## src/rtl/uart_rx.sv

```systemverilog
// 8N1 serial receiver with a small byte FIFO, read over the memory-mapped bus.
// DATA (addr bit 2 = 0) pops the FIFO on read; STATUS (addr bit 2 = 1) holds count and sticky W1C error flags.
module uart_rx #(
    parameter int BAUD_DIVIDER   = 434,
    parameter int FIFO_ADDR_BITS = 2
) (
    input  logic        clk,
    input  logic        reset,
    input  logic        enable,
    input  logic        mem_valid,
    output logic        mem_ready,
    input  logic        mem_instr,
    input  logic [3:0]  mem_wstrb,
    input  logic [31:0] mem_wdata,
    input  logic [31:0] mem_addr,
    output logic [31:0] mem_rdata,
    input  logic        serialIn
);
    localparam int DEPTH = 1 << FIFO_ADDR_BITS;
    localparam logic [15:0] HALF_BIT  = 16'(BAUD_DIVIDER / 2);
    // The clearing cycle is counted, so each data/stop bit lasts exactly BAUD_DIVIDER cycles.
    localparam logic [15:0] LAST_TICK = 16'(BAUD_DIVIDER - 1);
    localparam logic [FIFO_ADDR_BITS:0] CNT_ONE  = (FIFO_ADDR_BITS+1)'(1);
    localparam logic [FIFO_ADDR_BITS:0] CNT_FULL = (FIFO_ADDR_BITS+1)'(DEPTH);
    localparam logic [FIFO_ADDR_BITS-1:0] PTR_ONE = FIFO_ADDR_BITS'(1);

    typedef enum logic [2:0] {
        S_IDLE,
        S_START,
        S_DATA,
        S_STOP,
        S_WAITHIGH
    } state_t;

    logic       sync1_q, rxd_q, rxd_prev_q;
    state_t     state_q, state_d;
    logic [15:0] timer_q, timer_d;
    logic [2:0] bit_cnt_q, bit_cnt_d;
    logic [7:0] shifter_q, shifter_d;
    logic       push, frame_err;

    always_ff @(posedge clk or posedge reset) begin
        if (reset) begin
            sync1_q    <= 1'b1;
            rxd_q      <= 1'b1;
            rxd_prev_q <= 1'b1;
        end else begin
            sync1_q    <= serialIn;
            rxd_q      <= sync1_q;
            rxd_prev_q <= rxd_q;
        end
    end

    always_ff @(posedge clk or posedge reset) begin
        if (reset) begin
            state_q   <= S_IDLE;
            timer_q   <= '0;
            bit_cnt_q <= '0;
            shifter_q <= '0;
        end else begin
            state_q   <= state_d;
            timer_q   <= timer_d;
            bit_cnt_q <= bit_cnt_d;
            shifter_q <= shifter_d;
        end
    end

    always_comb begin
        state_d   = state_q;
        timer_d   = timer_q + 16'd1;
        bit_cnt_d = bit_cnt_q;
        shifter_d = shifter_q;
        push      = 1'b0;
        frame_err = 1'b0;
        case (state_q)
            S_IDLE: begin
                timer_d = '0;
                if (rxd_prev_q && !rxd_q) state_d = S_START;
            end
            S_START: begin
                if (timer_q == HALF_BIT) begin
                    timer_d = '0;
                    if (rxd_q) begin
                        state_d = S_IDLE;
                    end else begin
                        state_d   = S_DATA;
                        bit_cnt_d = '0;
                    end
                end
            end
            S_DATA: begin
                if (timer_q == LAST_TICK) begin
                    timer_d   = '0;
                    shifter_d = {rxd_q, shifter_q[7:1]};
                    bit_cnt_d = bit_cnt_q + 3'd1;
                    if (bit_cnt_q == 3'd7) state_d = S_STOP;
                end
            end
            S_STOP: begin
                if (timer_q == LAST_TICK) begin
                    timer_d = '0;
                    if (rxd_q) begin
                        push    = 1'b1;
                        state_d = S_IDLE;
                    end else begin
                        frame_err = 1'b1;
                        state_d   = S_WAITHIGH;
                    end
                end
            end
            S_WAITHIGH: begin
                timer_d = '0;
                if (rxd_q) state_d = S_IDLE;
            end
            default: state_d = S_IDLE;
        endcase
    end

    logic [7:0]                fifo_mem [DEPTH];
    logic [FIFO_ADDR_BITS-1:0] wr_ptr_q, rd_ptr_q;
    logic [FIFO_ADDR_BITS:0]   count_q, count_d;
    logic                      overrun_q, overrun_d, ferr_q, ferr_d;
    logic                      rdy_q;
    logic                      handshake, sel_status, is_read, empty, full, pop, push_ok, w1c;

    assign handshake  = mem_valid & enable & rdy_q;
    assign sel_status = mem_addr[2];
    assign is_read    = (mem_wstrb == 4'b0000);
    assign empty      = (count_q == '0);
    assign full       = (count_q == CNT_FULL);
    assign pop        = handshake & !sel_status & is_read & !empty;
    // A pop in the same cycle frees the slot, so a push into a full FIFO still succeeds.
    assign push_ok    = push & (!full | pop);
    assign w1c        = handshake & sel_status & mem_wstrb[0];

    always_comb begin
        count_d = count_q;
        if (push_ok && !pop) count_d = count_q + CNT_ONE;
        else if (pop && !push_ok) count_d = count_q - CNT_ONE;

        overrun_d = overrun_q;
        if (push && full && !pop) overrun_d = 1'b1;
        else if (w1c && mem_wdata[2]) overrun_d = 1'b0;

        ferr_d = ferr_q;
        if (frame_err) ferr_d = 1'b1;
        else if (w1c && mem_wdata[3]) ferr_d = 1'b0;
    end

    always_ff @(posedge clk) begin
        if (push_ok) fifo_mem[wr_ptr_q] <= shifter_q;
    end

    always_ff @(posedge clk or posedge reset) begin
        if (reset) begin
            wr_ptr_q  <= '0;
            rd_ptr_q  <= '0;
            count_q   <= '0;
            overrun_q <= 1'b0;
            ferr_q    <= 1'b0;
            rdy_q     <= 1'b0;
        end else begin
            if (push_ok) wr_ptr_q <= wr_ptr_q + PTR_ONE;
            if (pop) rd_ptr_q <= rd_ptr_q + PTR_ONE;
            count_q   <= count_d;
            overrun_q <= overrun_d;
            ferr_q    <= ferr_d;
            rdy_q     <= mem_valid & enable & !rdy_q;
        end
    end

    logic [31:0] status_word, data_word;
    assign status_word = {24'b0, 4'(count_q), ferr_q, overrun_q, full, !empty};
    assign data_word   = empty ? 32'b0 : {24'b0, fifo_mem[rd_ptr_q]};
    assign mem_ready   = enable ? rdy_q : 1'b0;
    assign mem_rdata   = enable ? (sel_status ? status_word : data_word) : 32'b0;

    logic unused_bus;
    assign unused_bus = ^{mem_instr, mem_addr[31:3], mem_addr[1:0], mem_wdata[31:4], mem_wdata[1:0]};
endmodule

```

## config.mk

```make
export PLATFORM = sky130hd
export DESIGN_NAME = uart_rx
export DESIGN_NICKNAME = d
export VERILOG_FILES = /design/src/rtl/uart_rx.sv
export SDC_FILE = /design/constraint.sdc
export NUM_CORES = 1
export LEC_CHECK = 0
export BUFFER_PORTS_ARGS = -buffer_cell sky130_fd_sc_hd__buf_2
export CORE_ASPECT_RATIO = 1.75
export CORE_MARGIN = 8
export CORE_UTILIZATION = 47
export DETAILED_ROUTE_END_ITERATION = 8
export MAX_ROUTING_LAYER = met4
export PLACE_DENSITY = 0.76
export SYNTH_ARGS = -nofsm -noshare
export SYNTH_HDL_FRONTEND = slang
export SYNTH_SLANG_ARGS = --single-unit
```

## constraint.sdc

```tcl
create_clock -name clk -period 2.8 [get_ports clk]
set_input_delay 0.28 -clock clk [delete_from_list [all_inputs] [get_ports clk]]
set_output_delay 0.28 -clock clk [all_outputs]
set_load 0.1 [all_outputs]
```

==> results of run 1 <==
[kinds of logic after synthesis]
group	share of synthesized area
fa+ha+maj	0.03634
mux	0.09530
xor+xnor	0.04079
compound gates	0.07405
flops	0.5591
simple gates	0.1224
buf+inv	0.07096
other cells	0.001027
[metal layers]
metal	up-vias	global-route usage	part of all wire
li1	1066	-	-
met1	1134	0.1453	0.36
met2	52	0.2394	0.55
met3	15	0.02985	0.055
met4	0	0.07239	0.029
met5	-	-	0
[final cells by class]
type                            instances  share of cell area
Multi-Input combinational cell        190              0.3543
Clock buffer                            9             0.05378
Tap cell                               88             0.02629
Sequential cell                        75              0.4873
Timing Repair Buffer                   32             0.04541
Inverter                               12             0.01076
Clock inverter                          7             0.02211
[cell usage after synthesis, drive strengths merged, types with 2 or more instances]
library cell,count,share of area
o31ai,2,0.0041
and3,3,0.0051
xor2,12,0.029
nor4,2,0.0075
mux2,11,0.035
a21oi,15,0.021
o21ai,8,0.011
a22oi,7,0.014
nand3,8,0.011
edfxtp,32,0.26
mux2i,4,0.011
nor2,14,0.014
dfrtp,40,0.27
nand2,11,0.011
nor3,2,0.0027
buf,25,0.050
nor4bb,2,0.0055
nor2b,5,0.0086
inv,12,0.012
xnor2,5,0.012
dfstp,3,0.022
and4,2,0.0048
nor4b,2,0.0089
ha,9,0.031
clkbuf,8,0.0082
or3,3,0.0051
or4,2,0.0041
mux4,8,0.049
o211ai,2,0.0041
and2,6,0.010
or2,2,0.0034
nand4,6,0.010
or4b,2,0.0055
[path summary, 6_finish.rpt]
kind / start / endpoint / slack, ps / cells after the start
setup / recovery: rdy_q / count_q[2] / 140 / 9
hold / removal: serialIn / sync1_q / 50 / 1
setup reg to reg: rdy_q / count_q[2] / 140 / 9
hold reg to reg: sync1_q / rxd_q / 360 / 0
max in group asynchronous: reset / count_q[0] / 2320 / 3
min in group asynchronous: reset / wr_ptr_q[1] / 80 / 3
[critical path, stage by stage (launching register included)]
cell     delay [ps]
dfrtp_1         370
or4b_4          490
o311a_4         340
nor4b_4         300
ha_2            220
inv_1            50
fa_1            370
xor2_1          170
nor2_1          130
xor2_1          150
[flip-flops by register name (all words and copies together) (netlist names), 2 cells and up]
register	cells
bit_cnt_q	3
count_q	3
fifo_mem	32
rd_ptr_q	2
shifter_q	8
state_q	3
timer_q	16
wr_ptr_q	2
[power groups by stage]
stage / Combinational, mW / Sequential [mW] / Clock (mW)
6_report: 0.435 / 1.30 / 1.21
3_3_place_gp: 0.414 / 1.31 / 0
4_1_cts: 0.422 / 1.29 / 1.23
2_1_floorplan: 0.410 / 1.28 / 0
3_5_place_dp: 0.420 / 1.32 / 0
5_1_grt: 0.475 / 1.31 / 1.27
[placed cells by master (no fill, tap or decap), types with 3 or more instances in the layout]
cell	count
edfxtp_1	32
nor2b_2	4
ha_1	8
o21ai_0	8
and2_1	6
mux2i_1	4
conb_1	24
dfrtp_1	40
nor2_1	14
inv_1	11
a21oi_1	15
buf_2	20
mux2_2	10
clkbuf_16	9
xor2_1	12
or3_1	3
a22oi_1	7
xnor2_1	5
mux4_2	8
nand2_1	11
nand4_1	6
nand3_1	8
buf_4	12
and3_1	3
dfstp_2	3
[per-stage QoR]
step,power [mW],setup TNS (ps),hold WS [ps]
finish,2.940,0,51.42
global route,3.058,0,48.85
CTS,2.943,0,38.18
detailed placement,1.736,-70.40,348.1
global placement,1.727,0,348.3
floorplan,1.687,0,284.5
[what timing repair did]
item                                   4_1_cts  5_1_grt
endpoints found under the hold margin        0        0
buffers inserted                             0        2
resized for setup                            0        5
hold buffers                                 0        0
setup endpoints to repair                    0        2
==> results.cfg, run 1 <==
[placed_design]
post-dp-hpwl_um = 5007
place.gp.congestion = 0.8383
post_dp_cell_area_um2 = 3822
dp_cells = 395
port_buffers = 20
pre_cts_ws_ps = -70.40

[synthesis]
yosysWarnings = 0
synthCells = 287
seq_area_frac_synth = 0.5591
synth_area_um2 = 3650
async_reset_ff_frac = 0.5733
syn_area_per_cell_um2 = 12.72
synth_edf_count = 32
ys_ff_latch = 75
ys_types = 50
synth-main-ff-cell = dfrtp_1

[global_route]
antenna_found_initial = 0
grt_pass1_vias = 2302
grt_max_degree = 44
grt_pass1_wl_um = 11530
grt-ovfl-total = 0
grt_util_all_layers = 0.1410

[clocking]
htreeDepth = 3
clkLatencyLatePin_ps = 330
cts_made_buffers = 9
cts_root_buf = clkbuf_16
path_clk_slew_ps = 60
cts_tree = built
cts.sinks = 75
clock_path_buffers = 2

[pwr]
p_seq_frac = 0.442
ir_drop_mv = 0.4707
p_leak_nw = 1.843
combPwrFrac = 0.148
power_density_nw_per_um2 = 701.9
p_int_mw = 2.123
clkPwrFrac = 0.410
swShare = 0.2778
p_switching_mw = 0.8165

[floorplan]
die_h_um = 132.6
die_area_um2 = 10950
die_x_um = 82.62
start_util = 0.4823
io_pins = 107
core_um2 = 7567
rows = 42

[cells_and_area]
multi_input_area_um2 = 1484
design_area_um2 = 4188
antenna_cells = 0
final-seq-area_um2 = 2041
nets = 404
nFillCells = 640
final_cells = 413
final_util = 0.5534
area_growth_pct = 14.74
drive_gt1_frac = 0.2615

[routing]
drtAntennaViolNets = 0
vias = 2267
drc_errors = 0
dr.pass1.iters = 4
drt_wl_total_um = 6926
drt_iter0_drc = 162
viasPerCell = 5.489
routedWlPerCell_um = 16.77

[worst_setup_path]
crit_fanout = 3
required_ps = 3050
worstSetupPathType = flip-flop to flip-flop
crit_arrival_ps = 2910
critPathLaunchType = flip-flop
end_kind = flip-flop

[run]
maxCapViolations = 0

[timing]
finalHoldViolCount = 0
drv_slew = 0
rsz0062_at_grt = false
finalSetupViolCount = 0
timing.final.crit_share = 0.9501
relSlewSlack = 0.5974
min_period_ps = 2660
fin_ws_ps = 139.8
finClkSkew_ps = 9.775
clock.fmax_mhz = 375.9
worst_pin_slew_ps = 602.4

[worst_hold_path]
hold_path.class = input pin to flip-flop

[run_status]
status = finished, final reports clean
Power figures use the tool's default switching activity.
==> inputs of run 2 (changes only) <==
ABC_AREA = 1   (was default)
CORE_UTILIZATION = 48   (was 47)
PLACE_DENSITY = 0.77   (was 0.76)
==> results.cfg, run 2 <==
[worst_hold_path]
min_to = sync1_q
hold_path.class = input pin to flip-flop
holdPathStages = 1
min-delay-start = serialIn

[worst_setup_path]
required_ps = 3060
rrSetupSlack_ps = 390
cp_slowest_cell = dfrtp_1
crit_family = simple AND/OR/NAND/NOR gates
crit_fanout = 7
crit_arrival_ps = 2670
ff2ff_path_depth = 14
slowest_delay_ps = 460
path_common_cell = nand2_1
worstSetupPathType = flip-flop to flip-flop
critPathLaunchType = flip-flop
crit_buf_inv = 2
worstPathCellList = ha_1 > nand2_1 > nor3_1 > nand2_1 > nor2_4 > nand3_2 > inv_1 > ha_1 > inv_1 > fa_1 > nor2_1 > nor2_1 > nand2_1 > xor2_1
rr_endpoint = count_q[2]
r2r-start = timer_q[0]
end_kind = flip-flop

[synthesis]
seq_area_frac_synth = 0.5229
ys_types = 38
synth_edf_count = 32
synth_top_area_cell = dfrtp_1
async_reset_ff_frac = 0.5733
synth-main-ff-cell = dfrtp_1
synthCells = 439
yosysWarnings = 0
ys_top_cells_by_area = dfrtp_1 (26%), edfxtp_1 (25%), nand2_1 (9.7%)
synth_commonest_cells = nand2_1 (101), nor2_1 (59), dfrtp_1 (40)
yosysMostFrequentCell = nand2_1
synth_area_um2 = 3902
ys_ff_latch = 75
synth_top_cell_area_share = 0.2565
syn_area_per_cell_um2 = 8.890

[pwr]
p_leak_nw = 2.015
p_seq_frac = 0.406
p_int_mw = 2.122
ir_drop_mv = 0.4495
combPwrFrac = 0.213
clkPwrFrac = 0.381
p_switching_mw = 0.9834
power_density_nw_per_um2 = 717.4
swShare = 0.3166

[routing]
viasPerCell = 5.210
drt_iter0_drc = 188
drc_errors = 0
drtAntennaViolNets = 0
drt_wl_total_um = 8069
dr.pass1.iters = 4
routedWlPerCell_um = 14.36
vias = 2928

[cells_and_area]
area_growth_pct = 10.93
regMostFlops = fifo_mem
layout_commonest_cell = nand2_1
reg_top3 = fifo_mem (32), timer_q (16), shifter_q (8)
antenna_cells = 0
final_cells = 562
largest_reg_flops = 32
drive_gt1_frac = 0.1377
nets = 551
layout_common_cells = nand2_1 (101), nor2_1 (59), dfrtp_1 (40), edfxtp_1 (32), inv_1 (31)

[timing]
tns_ps = 0
finalSetupViolCount = 0
timing.final.crit_share = 0.8624
min_period_ps = 2415
relSlewSlack = 0.2125
finClkSkew_ps = 5.757
worst_pin_slew_ps = 1174
finalHoldViolCount = 0
drv_slew = 0
clock.fmax_mhz = 414.1
rsz0062_at_grt = false
holdWs_ps = 43.65

[global_route]
grt-ovfl-total = 0
grt_pass1_vias = 2987
antenna_found_initial = 0
grt_util_all_layers = 0.1534
grt_pass1_wl_um = 13660
grt_max_degree = 33

[floorplan]
die_h_um = 135.3
die_x_um = 84.16
die_area_um2 = 11390
start_util = 0.4934
io_pins = 107
rows = 43
core_um2 = 7909

[clocking]
cts_made_buffers = 9
cts_resized = 0
clock_path_buffers = 2
post_cts.repair.setup_buffers = 0
cts_root_buf = clkbuf_16
clkLatencyLatePin_ps = 330
path_clk_slew_ps = 60
cts_hold_buf = 0
cts_tree = built
htreeDepth = 3
cts.sinks = 75

[placed_design]
port_buffers = 20
place.gp.congestion = 0.9402
dp_cells = 546
post-dp-hpwl_um = 6162

[run_status]
status = finished, final reports clean

[run]
maxCapViolations = 0
## run 2: kinds of logic after synthesis
group                      after synthesis  synth area share
adders and majority gates               10           0.03399
DFF                                     75            0.5229
xor gates and xnor gates                 8           0.01796
other                                    1         0.0009609
buffers and inverters                   75            0.1020
AOI/OAI and AO/OA                       57           0.08400
muxes                                    1          0.002885
and+or+nand+nor                        212            0.2353
## run 2: per-stage QoR
step	cell area (um2)	power, mW	setup slack, ps	utilization
2_1_floorplan	3989	1.844	41.41	-
3_3_place_gp	4025	1.918	441.8	0.5089
3_5_place_dp	4025	1.941	371.5	0.5089
4_1_cts	4329	3.132	365.1	0.5474
5_1_grt	4329	3.259	201.4	0.5474
6_report	4329	3.106	385.2	0.5474
## run 2: power groups by stage
| stage | registers (mW) | clock network [mW] | logic (mW) |
|---|---|---|---|
| 2_1_floorplan | 1.26 | 0 | 0.586 |
| 3_3_place_gp | 1.28 | 0 | 0.641 |
| 3_5_place_dp | 1.28 | 0 | 0.659 |
| 4_1_cts | 1.26 | 1.21 | 0.662 |
| 5_1_grt | 1.27 | 1.26 | 0.730 |
| 6_report | 1.26 | 1.18 | 0.660 |
## run 2: cell type report
cell class,instances,area (um2)
fillers,707,3580
repair buffers,30,175.2
clock inverters,4,67.56
flip-flops and latches,75,2041
well taps,90,112.6
inverters,39,146.4
clock buffers,12,236.5
multi-input cells,312,1550
## run 2: how the worst max path moves through the flow
stage	from	to	slack, ps	cells after the start
after floorplan	rd_ptr_q[0]	mem_rdata[5]	40	7
after global routing	timer_q[0]	count_q[2]	200	14
final	timer_q[0]	count_q[2]	390	14
after CTS	timer_q[0]	count_q[2]	370	14
after detailed placement	timer_q[0]	count_q[2]	370	14
after global placement	timer_q[0]	count_q[2]	440	14
## run 2: layer usage
layer / wire, um / GRT usage / up-vias / part of all wire
met1: 2819 / 0.1338 / 1367 / 0.35
li1: - / - / 1463 / -
met2: 4551 / 0.2822 / 72 / 0.56
met4: 317 / 0.09459 / 0 / 0.039
met3: 380 / 0.03976 / 26 / 0.047
met5: 0 / - / - / 0
